### src/rtl/sub_result_stage.sv
// Registered output stage behind the N-bit subtractor: captures DIFF/BORROW,
// derives zero/negative/overflow flags at capture time, optionally clamps an
// unsigned underflow to zero, buffers results in a 2-entry skid buffer and
// keeps a saturating count of accepted borrow results.
module sub_result_stage #(
  parameter int N            = 8,
  parameter int SAT_UNSIGNED = 0,
  parameter int CNT_W        = 16
) (
  input  logic             clk,
  input  logic             rst,
  input  logic             in_valid,
  output logic             in_ready,
  input  logic [N-1:0]     in_diff,
  input  logic             in_borrow,
  input  logic             in_a_msb,
  input  logic             in_b_msb,
  output logic             out_valid,
  input  logic             out_ready,
  output logic [N-1:0]     out_diff,
  output logic             out_borrow,
  output logic             out_zero,
  output logic             out_neg,
  output logic             out_ovf,
  output logic [CNT_W-1:0] borrow_cnt,
  input  logic             cnt_clr
);

  typedef struct packed {
    logic [N-1:0] diff;
    logic         borrow;
    logic         zero;
    logic         neg;
    logic         ovf;
  } entry_t;

  typedef enum logic [1:0] {EMPTY, ONE, FULL} state_t;

  state_t           state_reg, state_next;
  entry_t           head_reg, head_next;
  entry_t           skid_reg, skid_next;
  entry_t           in_entry;
  logic             in_ready_reg, in_ready_next;
  logic [CNT_W-1:0] cnt_reg, cnt_next;
  logic             push;
  logic             pop;

  assign in_ready   = in_ready_reg;
  assign out_valid  = (state_reg != EMPTY);
  assign push       = in_valid & in_ready_reg;
  assign pop        = out_valid & out_ready;

  // Head entry drives the outputs directly, so they hold while stalled.
  assign out_diff   = head_reg.diff;
  assign out_borrow = head_reg.borrow;
  assign out_zero   = head_reg.zero;
  assign out_neg    = head_reg.neg;
  assign out_ovf    = head_reg.ovf;
  assign borrow_cnt = cnt_reg;

  // Flags are taken from the raw difference, before any clamping.
  always_comb begin
    in_entry.diff   = ((SAT_UNSIGNED != 0) && in_borrow) ? '0 : in_diff;
    in_entry.borrow = in_borrow;
    in_entry.zero   = (in_diff == '0);
    in_entry.neg    = in_diff[N-1];
    in_entry.ovf    = (in_a_msb ^ in_b_msb) & (in_diff[N-1] ^ in_a_msb);
  end

  // Skid-buffer next-state and entry movement.
  always_comb begin
    state_next = state_reg;
    head_next  = head_reg;
    skid_next  = skid_reg;
    case (state_reg)
      EMPTY: begin
        if (push) begin
          state_next = ONE;
          head_next  = in_entry;
        end
      end
      ONE: begin
        if (push && !pop) begin
          state_next = FULL;
          skid_next  = in_entry;
        end else if (push && pop) begin
          head_next  = in_entry;
        end else if (pop) begin
          state_next = EMPTY;
        end
      end
      FULL: begin
        if (pop) begin
          state_next = ONE;
          head_next  = skid_reg;
        end
      end
      default: state_next = EMPTY;
    endcase
    // Registered ready: accept again as soon as a slot will be free.
    in_ready_next = (state_next != FULL);
  end

  // Saturating borrow counter; clear wins over a same-cycle increment.
  always_comb begin
    cnt_next = cnt_reg;
    if (cnt_clr) begin
      cnt_next = '0;
    end else if (push && in_borrow && (cnt_reg != '1)) begin
      cnt_next = cnt_reg + CNT_W'(1);
    end
  end

  // State, entries and counter registers with asynchronous reset.
  always_ff @(posedge clk or posedge rst) begin
    if (rst) begin
      state_reg    <= EMPTY;
      head_reg     <= '0;
      skid_reg     <= '0;
      in_ready_reg <= 1'b1;
      cnt_reg      <= '0;
    end else begin
      state_reg    <= state_next;
      head_reg     <= head_next;
      skid_reg     <= skid_next;
      in_ready_reg <= in_ready_next;
      cnt_reg      <= cnt_next;
    end
  end

endmodule

### config.mk
export PLATFORM = sky130hd
export DESIGN_NAME = sub_result_stage
export DESIGN_NICKNAME = d
export VERILOG_FILES = /design/src/rtl/sub_result_stage.sv
export SDC_FILE = /design/constraint.sdc
export NUM_CORES = 1
export LEC_CHECK = 0
export BUFFER_PORTS_ARGS = -buffer_cell sky130_fd_sc_hd__buf_4
export CAP_MARGIN = 20
export CORE_MARGIN = 3
export CORE_UTILIZATION = 44
export CTS_CLUSTER_SIZE = 14
export DETAILED_ROUTE_END_ITERATION = 8
export GPL_TIMING_DRIVEN = 0
export PLACE_DENSITY = 0.69
export SYNTH_ARGS = -nofsm -noshare
export SYNTH_HDL_FRONTEND = slang
export SYNTH_SLANG_ARGS = --single-unit
### constraint.sdc
create_clock -name clk -period 2.31 [get_ports clk]
set_input_delay 0.3465 -clock clk [delete_from_list [all_inputs] [get_ports clk]]
set_output_delay 0.3465 -clock clk [all_outputs]
set_load 0.02 [all_outputs]
==> flow_metrics.py, run 1 <==
metrics = {
    "sta": {
        "finalHoldViolations": 0,
        "slew_viol_final": 0,
        "fin_crit_ps": 2150,
        "tightest_slew_ps": 856,
        "timing.setup.tns_ps": 0,
        "maxSlewHeadroom_pct": 42.9,
        "fin_skew_ps": 5.20,
        "post-route-period-util_pct": 93.3,
        "setup_violations": 0,
        "rsz0062_at_grt": "no",
        "fmax_ghz": 0.464,
    },
    "finish": {
        "layout-drive-gt1-share_pct": 29.8,
        "largest_reg_flops": 16,
        "nNetsFinal": 261,
        "area_growth_pct": 25.4,
        "design_area_sq_um": 2490,
        "antenna_cells": 0,
        "layout.cells.non_filler": 295,
        "n_fill_cell": 345,
    },
    "global_routing": {
        "first_global_vias": 1592,
        "grt_pass1_wl_um": 7620,
        "track_usage_pct": 18.4,
        "grt_max_degree": 42,
        "antenna_found_initial": 0,
        "overflow": 0,
    },
    "placed_design": {
        "placement.io_buffers": 45,
        "dp.cells": 287,
        "dpl.hpwl_um": 3220,
        "gp_congestion": 0.752,
        "dpl-instance-area_sq_um": 2380,
    },
    "logic_synthesis": {
        "yosys.cell_count.top_type": "dfrtp_1",
        "yosysTopAreaCell": "dfrtp_1",
        "synth-main-ff-cell": "dfrtp_1",
        "synthTopCellsByArea": "dfrtp_1, a21oi_1, mux2_2",
        "syn_nets": 209,
        "synth_cell_types": 38,
        "synth_area_per_cell_sq_um": 10.3,
        "synth_top_area_share_pct": 50.4,
        "yosysWarnings": 0,
        "syn_area_sq_um": 1980,
        "netlist_instances": 192,
        "yosys-top-cells-count": "dfrtp_1, a21oi_1, nor2_1",
        "synth_seq_cells": 41,
        "synthArstFlopShare_pct": 100,
        "synth_edf_count": 0,
        "synth-seq-area-share_pct": 51.8,
    },
    "min_path": {
        "worstHoldPathType": "in -> async",
    },
    "power": {
        "powerDensity_nw_per_um2": 932,
        "p_leak_uw": 0.00111,
        "vdd_drop_max_mv": 0.635,
    },
    "routing": {
        "drt-total-wl_um": 4520,
        "drc": 0,
        "vias": 1703,
        "wl_per_cell_um": 15.3,
        "avgViaCountPerCell": 5.77,
        "drtIter0Drc": 100,
        "ant_nets": 0,
        "first_pass_iters": 4,
    },
    "critical_path": {
        "endpoint_kind": "register",
        "r2r_setup_slack_ps": 160,
        "cp.arrival_ps": 2360,
        "path_max_fanout": 8,
        "critPathKind": "reg -> reg",
        "start_kind": "register",
        "crit_required_ps": 2520,
    },
    "clock_network": {
        "h-tree-depth": 2,
        "cts_buffers": 5,
        "hold_buffers": 0,
        "cts_buffer_depth": 2,
        "insertion_delay_ps": 290,
        "post_cts_buffers": 0,
        "cts_tree": "done",
        "cts.repair.resized": 0,
        "cts.clk_slew.worst_paths_ps": 80,
        "numClockSinks": 41,
        "clockRootBuffer": "clkbuf_8",
    },
    "die": {
        "ios": 46,
        "dieArea_sq_um": 5350,
        "start_util_pct": 47.6,
        "row_count": 23,
        "die_y_um": 73.2,
        "coreArea_sq_um": 4170,
        "chipWidth_um": 73.2,
    },
    "job": {
        "drv_cap": 0,
    },
    "run_status": {
        "status": "complete, no violations",
    },
}
worst paths after layout:
path | endpoint | from | cells past startpoint
min reg2reg | skid_reg[0] | skid_reg[0] | 1
min in group clk | state_reg[1] | out_ready | 2
min | borrow_cnt[9] | rst | 2
max | borrow_cnt[10] | borrow_cnt[0] | 6
max in group asynchronous | borrow_cnt[11] | rst | 2
max reg2reg | borrow_cnt[10] | borrow_cnt[0] | 6
logic make-up (layout without fill, tap and decap cells):
| group | count (synthesis) | after routing | share of synthesized area [%] |
|---|---|---|---|
| flip-flops | 41 | 41 | 51.8 |
| adder cells (fa/ha/maj) | 1 | 1 | 0.630 |
| multiplexers | 21 | 21 | 11.2 |
| AND/OR/NAND/NOR | 61 | 61 | 17.2 |
| AO/OA/AOI/OAI | 51 | 51 | 15.6 |
| buffers and inverters | 17 | 70 | 3.66 |
layer usage:
metal / up-vias / routed length, um / global-route usage (%) / part of all wire (%)
met5: - / 0 / 0 / 0
li1: 832 / - / - / -
met2: 32 / 2110 / 26.9 / 47
met1: 832 / 2160 / 26.6 / 48
met3: 7 / 176 / 3.86 / 3.9
met4: 0 / 71 / 6.76 / 1.6
worst max-delay path, stage by stage, from the launching register on:
cell      delay, ps
dfrtp_1         440
ha_2            260
nand4_1         190
or3_1           390
clkbuf_2        180
or4_1           420
a21oi_1         180
through the flow:
stage / setup WS [ps] / util [%] / hold WS (ps) / total power (uW)
finish: 156 / 59.6 / 234 / 2320
global route: 28.1 / 59.6 / 238 / 2440
CTS: 123 / 59.6 / 233 / 2340
detailed placement: 142 / 57.2 / 495 / 1820
global placement: 215 / 57.2 / 488 / 1800
floorplan: 306 / - / 410 / 1510
layout by cell type, fill, tap and decap left out, types with 2 or more instances in the layout:
master	netlist	final
o21ai_0	6	6
nand4_1	6	6
nor4_1	4	4
or4_1	8	8
nor3_1	2	2
buf_4	1	46
dfrtp_1	40	40
or3_1	4	4
buf_2	3	3
nand3_1	8	8
o311ai_0	2	2
nand2_1	6	6
nor2_1	14	14
a21oi_1	24	24
mux2i_1	11	11
nand2b_1	2	2
o41ai_1	3	3
a31oi_1	3	3
inv_1	6	5
clkbuf_8	0	7
mux2_2	10	10
clkbuf_1	5	5
o31ai_1	7	7
o22ai_1	2	2
area by class of cell:
class	count	area, sq um	area share [%]
clock inverters	1	5.00	0.201
plain buffers	11	50.0	2.01
flip-flops and latches	41	1030	41.3
multi-input cells	134	887	35.6
well taps	50	62.6	2.51
clock buffers	7	96.3	3.87
inverters	6	22.5	0.905
repair buffers	45	338	13.6
power by group:
group	switching [uW]	internal [uW]
registers	120	919
clock network	249	270
logic	403	357
Power figures use the tool's default switching activity.
==> run 2, diff against run 1 <==
--- a/config.mk
+++ b/config.mk
@@ -5,6 +5,7 @@
 export SDC_FILE = /design/constraint.sdc
 export NUM_CORES = 1
 export LEC_CHECK = 0
+export ABC_AREA = 1
 export BUFFER_PORTS_ARGS = -buffer_cell sky130_fd_sc_hd__buf_4
 export CAP_MARGIN = 20
 export CORE_MARGIN = 3
==> run 2 against run 1 <==
  * Final area up 5.0%
  * Synthesized cell count up 46%
  * Global-route usage up 1.1 points
  * Hold slack worse by 16 ps
  * Critical path depth up 3
  * Combinational power up 15%
  * Sequential share of layout area down 2.0 points
  * Largest cell class unchanged
  * Largest power group unchanged
==> flow_metrics.py, run 2 <==
metrics = {
    "clock_network": {
        "insertion_delay_ps": 300,
        "h-tree-depth": 2,
        "numClockSinks": 41,
        "clockRootBuffer": "clkbuf_8",
        "cts.repair.resized": 0,
        "cts_buffer_depth": 2,
        "cts_buffers": 5,
        "cts.clk_slew.worst_paths_ps": 90,
        "hold_buffers": 0,
        "post_cts_buffers": 0,
        "cts_tree": "done",
    },
    "critical_path": {
        "critPathKind": "reg -> reg",
        "start_kind": "register",
        "rr_endpoint": "borrow_cnt[10]",
        "crit_required_ps": 2550,
        "reg2reg_from": "borrow_cnt[0]",
        "r2r_setup_slack_ps": 580,
        "ff2ff_path_depth": 9,
        "path_max_fanout": 10,
        "cp.arrival_ps": 1970,
        "endpoint_kind": "register",
    },
    "finish": {
        "final_cell_mix": "nand2_1, buf_4, dfrtp_1",
        "antenna_cells": 0,
        "nNetsFinal": 349,
        "layout-drive-gt1-share_pct": 20.4,
        "area_growth_pct": 23.3,
        "register_area_sq_um": 1030,
        "design_area_sq_um": 2610,
        "multiInputGateArea_sq_um": 940,
        "final_common_cell": "nand2_1",
        "n_fill_cell": 436,
        "largest_reg_flops": 16,
    },
    "sta": {
        "tightest_slew_ps": 847,
        "post-route-period-util_pct": 75.0,
        "finalHoldViolations": 0,
        "maxSlewHeadroom_pct": 43.5,
        "slew_viol_final": 0,
        "timing.setup.tns_ps": 0,
        "fin_skew_ps": 9.39,
        "rsz0062_at_grt": "no",
        "fmax_ghz": 0.577,
        "fin_crit_ps": 1730,
        "setup_violations": 0,
    },
    "power": {
        "p_sw_uw": 924,
        "seq_power_share_pct": 43.6,
        "p_leak_uw": 0.00132,
        "vdd_drop_max_mv": 0.570,
        "clkPwrFrac_pct": 20.1,
        "p_int_uw": 1490,
        "p_sw_share_pct": 38.3,
        "powerDensity_nw_per_um2": 924,
        "p_comb_share_pct": 36.3,
    },
    "logic_synthesis": {
        "synth_area_per_cell_sq_um": 7.57,
        "synth_compound_area_share_pct": 10.0,
        "syn_nets": 297,
        "yosys-top-cells-count": "nand2_1, dfrtp_1, nor2_1",
        "synth_edf_count": 0,
        "synth_seq_cells": 41,
        "synth-seq-area-share_pct": 48.5,
        "yosysWarnings": 0,
        "synth_fa_ha_area_share_pct": 0.590,
        "yosys.cell_count.top_type": "nand2_1",
        "syn_area_sq_um": 2120,
        "synth_cell_types": 25,
        "synth_top_family_by_area": "simple AND/OR/NAND/NOR gates",
        "synth.area.mux_share_pct": 0,
        "synth-main-ff-cell": "dfrtp_1",
        "synthTopCellsByArea": "dfrtp_1, nand2_1, nor2_1",
        "yosys.area_share.simple_pct": 31.2,
        "synthXorXnorAreaFrac_pct": 2.48,
        "synthArstFlopShare_pct": 100,
        "synth_top_area_share_pct": 47.2,
        "yosysTopAreaCell": "dfrtp_1",
        "netlist_instances": 280,
    },
    "routing": {
        "first_pass_iters": 4,
        "drc": 0,
        "ant_nets": 0,
        "vias": 1952,
        "drtIter0Drc": 92,
        "avgViaCountPerCell": 5.07,
        "wl_per_cell_um": 13.0,
        "drt-total-wl_um": 5020,
    },
    "global_routing": {
        "met3_usage_pct": 4.09,
        "track_usage_pct": 19.4,
        "grt_max_degree": 42,
        "met2_usage_pct": 33.9,
        "grt_pass1_wl_um": 8480,
        "busiest_layer": "met2",
        "first_global_vias": 1857,
        "overflow": 0,
        "grtUsageMet1_pct": 24.0,
        "antenna_found_initial": 0,
    },
    "die": {
        "row_count": 24,
        "ios": 46,
        "die_y_um": 75.4,
        "chipWidth_um": 75.4,
        "coreArea_sq_um": 4500,
        "start_util_pct": 47.1,
        "dieArea_sq_um": 5690,
    },
    "placed_design": {
        "dpl-instance-area_sq_um": 2520,
        "dpl.hpwl_um": 3670,
        "gp_congestion": 0.850,
        "placement.io_buffers": 45,
    },
    "min_path": {
        "worstHoldPathType": "in -> async",
    },
    "run_status": {
        "status": "complete, no violations",
    },
    "job": {
        "drv_cap": 0,
    },
}
## run 2: cell types whose count changed in the layout (fill, tap and decap cells not counted), sizes merged, moves of 8 or more
cell / change
a21oi: -12
nor2: +27
mux2i: -11
mux2: -10
nand2: +80
nand4: +8
or4: -8
o21ai: +20
inv: +22
## run 2: how the worst max path moves through the flow
stage | cells after the start | endpoint | slack, ps | from
after floorplan | 10 | borrow_cnt[10] | 720 | borrow_cnt[1]
after global placement | 2 | state_reg[1] | 380 | rst
final | 9 | borrow_cnt[10] | 580 | borrow_cnt[0]
after CTS | 9 | borrow_cnt[1] | 590 | borrow_cnt[0]
after global routing | 9 | borrow_cnt[2] | 490 | borrow_cnt[0]
after detailed placement | 9 | borrow_cnt[14] | 630 | borrow_cnt[1]
## run 2: layer usage
layer,share of wire [%],up-vias
met5,0,-
met1,45,904
li1,-,1002
met4,0.30,0
met2,50,44
met3,4.5,2
## run 2: cell families (layout without fill, tap and decap cells)
| logic type | after synthesis | count (layout) |
|---|---|---|
| simple gates | 154 | 154 |
| compound gates | 41 | 41 |
| flops | 41 | 41 |
| buf+inv | 37 | 90 |
| xor+xnor | 6 | 6 |
| fa+ha+maj | 1 | 1 |
## run 2: worst max-delay path, stage by stage, from the launching register on
cell	delay, ps
dfrtp_1	430
ha_1	280
nand3_2	150
inv_2	50
nand2_2	70
nor2_4	40
nor2_2	160
buf_2	270
nand4_1	120
nand2_1	90
## run 2: final cells by class
cell class,count,area share (%)
Sequential cell,41,39.3
Multi-Input combinational cell,202,36.0
Timing Repair Buffer,45,12.9
Inverter,27,3.88
Clock buffer,5,2.63
Tap cell,52,2.49
Buffer,10,1.96
Clock inverter,3,0.814
## run 2: per-stage QoR
stage / hold slack [ps] / power [uW] / instances / worst slack [ps] / util (%)
floorplan: 437 / 1600 / 280 / 723 / -
global placement: 469 / 1940 / 377 / 378 / 56.0
detailed placement: 466 / 1960 / 377 / 632 / 56.0
CTS: 257 / 2440 / 385 / 591 / 58.0
global route: 289 / 2600 / 385 / 488 / 58.0
finish: 218 / 2410 / 385 / 577 / 58.0
## run 2: power groups by stage
stage               Sequential, uW  Clock [uW]  Combinational (uW)
CTS                           1050         501                 889
finish                        1050         486                 876
global route                  1080         530                 989
detailed placement            1070           0                 889
floorplan                     1170           0                 431
global placement              1060           0                 875
==> run 3, diff against run 2 <==
==> constraint.sdc (replaced) <==
create_clock -name clk -period 1.61 [get_ports clk]
set_input_delay 0.2415 -clock clk [delete_from_list [all_inputs] [get_ports clk]]
set_output_delay 0.2415 -clock clk [all_outputs]
set_load 0.02 [all_outputs]
==> run 3 against run 2 <==
  * Sequential cell count unchanged
  * Sequential power up 44%
  * Sequential share of layout area down 0.57 points
  * Critical path type unchanged
  * Routed wire length up 2.8%
  * Fmax up 13%
  * Largest cell class unchanged
  * Register-to-register slack worse by 500 ps
==> flow_metrics.py, run 3 (synthesis results as in run 2) <==
metrics = {
    "clock_network": {
        "cts_buffers": 5,
        "cts_tree": "done",
        "insertion_delay_ps": 300,
        "h-tree-depth": 2,
        "cts.clk_slew.worst_paths_ps": 90,
        "clockRootBuffer": "clkbuf_8",
        "numClockSinks": 41,
        "cts_buffer_depth": 2,
        "hold_buffers": 0,
    },
    "finish": {
        "layout.cells.non_filler": 388,
        "layout-drive-gt1-share_pct": 23.2,
        "final_common_cell": "nand2_1",
        "nNetsFinal": 352,
        "largest_reg_flops": 16,
        "antenna_cells": 0,
        "n_fill_cell": 436,
        "design_area_sq_um": 2660,
        "final_cell_mix": "nand2_1, buf_4, nor2_1, dfrtp_1, o21ai_0",
        "area_growth_pct": 25.7,
    },
    "sta": {
        "finalHoldViolations": 0,
        "setup_violations": 0,
        "fmax_ghz": 0.652,
        "slew_viol_final": 0,
        "fin_crit_ps": 1530,
        "maxSlewHeadroom_pct": 43.2,
        "fin_skew_ps": 8.83,
        "fin_ws_ps": 76.6,
        "tightest_slew_ps": 850,
        "post-route-period-util_pct": 95.2,
    },
    "power": {
        "p_leak_uw": 0.00133,
        "powerDensity_nw_per_um2": 1310,
        "power_uw": 3500,
        "vdd_drop_max_mv": 0.818,
    },
    "die": {
        "chipWidth_um": 75.4,
        "ios": 46,
        "coreArea_sq_um": 4500,
        "die_y_um": 75.4,
        "dieArea_sq_um": 5690,
        "row_count": 24,
        "start_util_pct": 47.1,
    },
    "placed_design": {
        "dp.cells": 377,
        "placement.io_buffers": 45,
        "pre_cts_ws_ps": -68.0,
        "dpl-instance-area_sq_um": 2520,
        "gp_congestion": 0.850,
        "dpl.hpwl_um": 3670,
    },
    "critical_path": {
        "path_buf_inv": 2,
        "crit_path_frequent_cell": "nand2_1",
        "endpoint_kind": "register",
        "cp.arrival_ps": 1770,
        "crit_chain": "nand2_1 > nor2_2 > inv_1 > nor2_4 > buf_4 > nand4_1 > nand2_1",
        "ff2ff_path_depth": 7,
        "r2r_setup_slack_ps": 80,
        "critPathMaxStageDelay_ps": 550,
        "critPathKind": "reg -> reg",
        "rr_endpoint": "borrow_cnt[10]",
        "crit_required_ps": 1840,
        "critPathSlowestCell": "dfstp_2",
        "reg2reg_from": "in_ready",
        "cp_top_family": "simple AND/OR/NAND/NOR gates",
        "path_max_fanout": 10,
        "start_kind": "register",
    },
    "global_routing": {
        "track_usage_pct": 19.8,
        "grt_pass1_wl_um": 8620,
        "first_global_vias": 1890,
        "antenna_found_initial": 0,
        "overflow": 0,
        "grt_max_degree": 42,
    },
    "run_status": {
        "status": "complete, no violations",
    },
    "routing": {
        "drc": 0,
        "drt-total-wl_um": 5160,
        "avgViaCountPerCell": 5.14,
        "first_pass_iters": 4,
        "vias": 1994,
        "drtIter0Drc": 123,
        "wl_per_cell_um": 13.3,
        "ant_nets": 0,
    },
    "job": {
        "drv_cap": 0,
    },
    "min_path": {
        "worstHoldPathType": "in -> async",
    },
}
[run 3: changes by cell type in the layout (fill, tap and decap cells not counted), sizes merged]
cell and change:
buf +3
[run 3: final cells by class]
class | instances | area [sq um] | area share (%)
clock inverters | 3 | 21.3 | 0.798
repair buffers | 48 | 360 | 13.5
clock buffers | 5 | 68.8 | 2.58
plain buffers | 10 | 55.1 | 2.07
well taps | 52 | 65.1 | 2.44
inverters | 27 | 101 | 3.80
multi-input cells | 202 | 960 | 36.0
flip-flops and latches | 41 | 1030 | 38.8
[run 3: power by group]
part / switching, uW / internal (uW)
Sequential: 169 / 1340
Clock: 398 / 308
Combinational: 779 / 504
[run 3: per-layer routing]
metal  vias up  part of all wire (%)  GRT usage (%)
met5         -                     0              0
li1       1008                     -              -
met2        62                    50           34.7
met4         0                  0.81           6.21
met1       920                    44           24.2
met3         4                   5.3           4.09
[run 3: stage by stage]
| step | util (%) | setup TNS [ps] | hold slack, ps |
|---|---|---|---|
| floorplan | - | 0 | 388 |
| global placement | 56.0 | -8920 | 469 |
| detailed placement | 56.0 | -650 | 466 |
| CTS | 58.4 | 0 | 152 |
| finish | 59.1 | 0 | 112 |
| global route | 59.1 | -20.5 | 184 |
[run 3: timing repair]
action / 4_1_cts / 5_1_grt
cloned: 0 / 0
buffers inserted: 2 / 1
resized for setup: 2 / 10
endpoints found under the setup margin: 14 / 22
[run 3: worst max path at each step]
stage                  start        endpoint  slack [ps]  cells past startpoint
2_1_floorplan  borrow_cnt[1]  borrow_cnt[10]          20                     10
3_3_place_gp             rst    state_reg[1]        -220                      2
5_1_grt             in_ready  borrow_cnt[10]         -20                      7
3_5_place_dp   borrow_cnt[1]  borrow_cnt[14]         -70                      9
4_1_cts             in_ready   borrow_cnt[0]           8                      5
6_report            in_ready  borrow_cnt[10]          80                      7
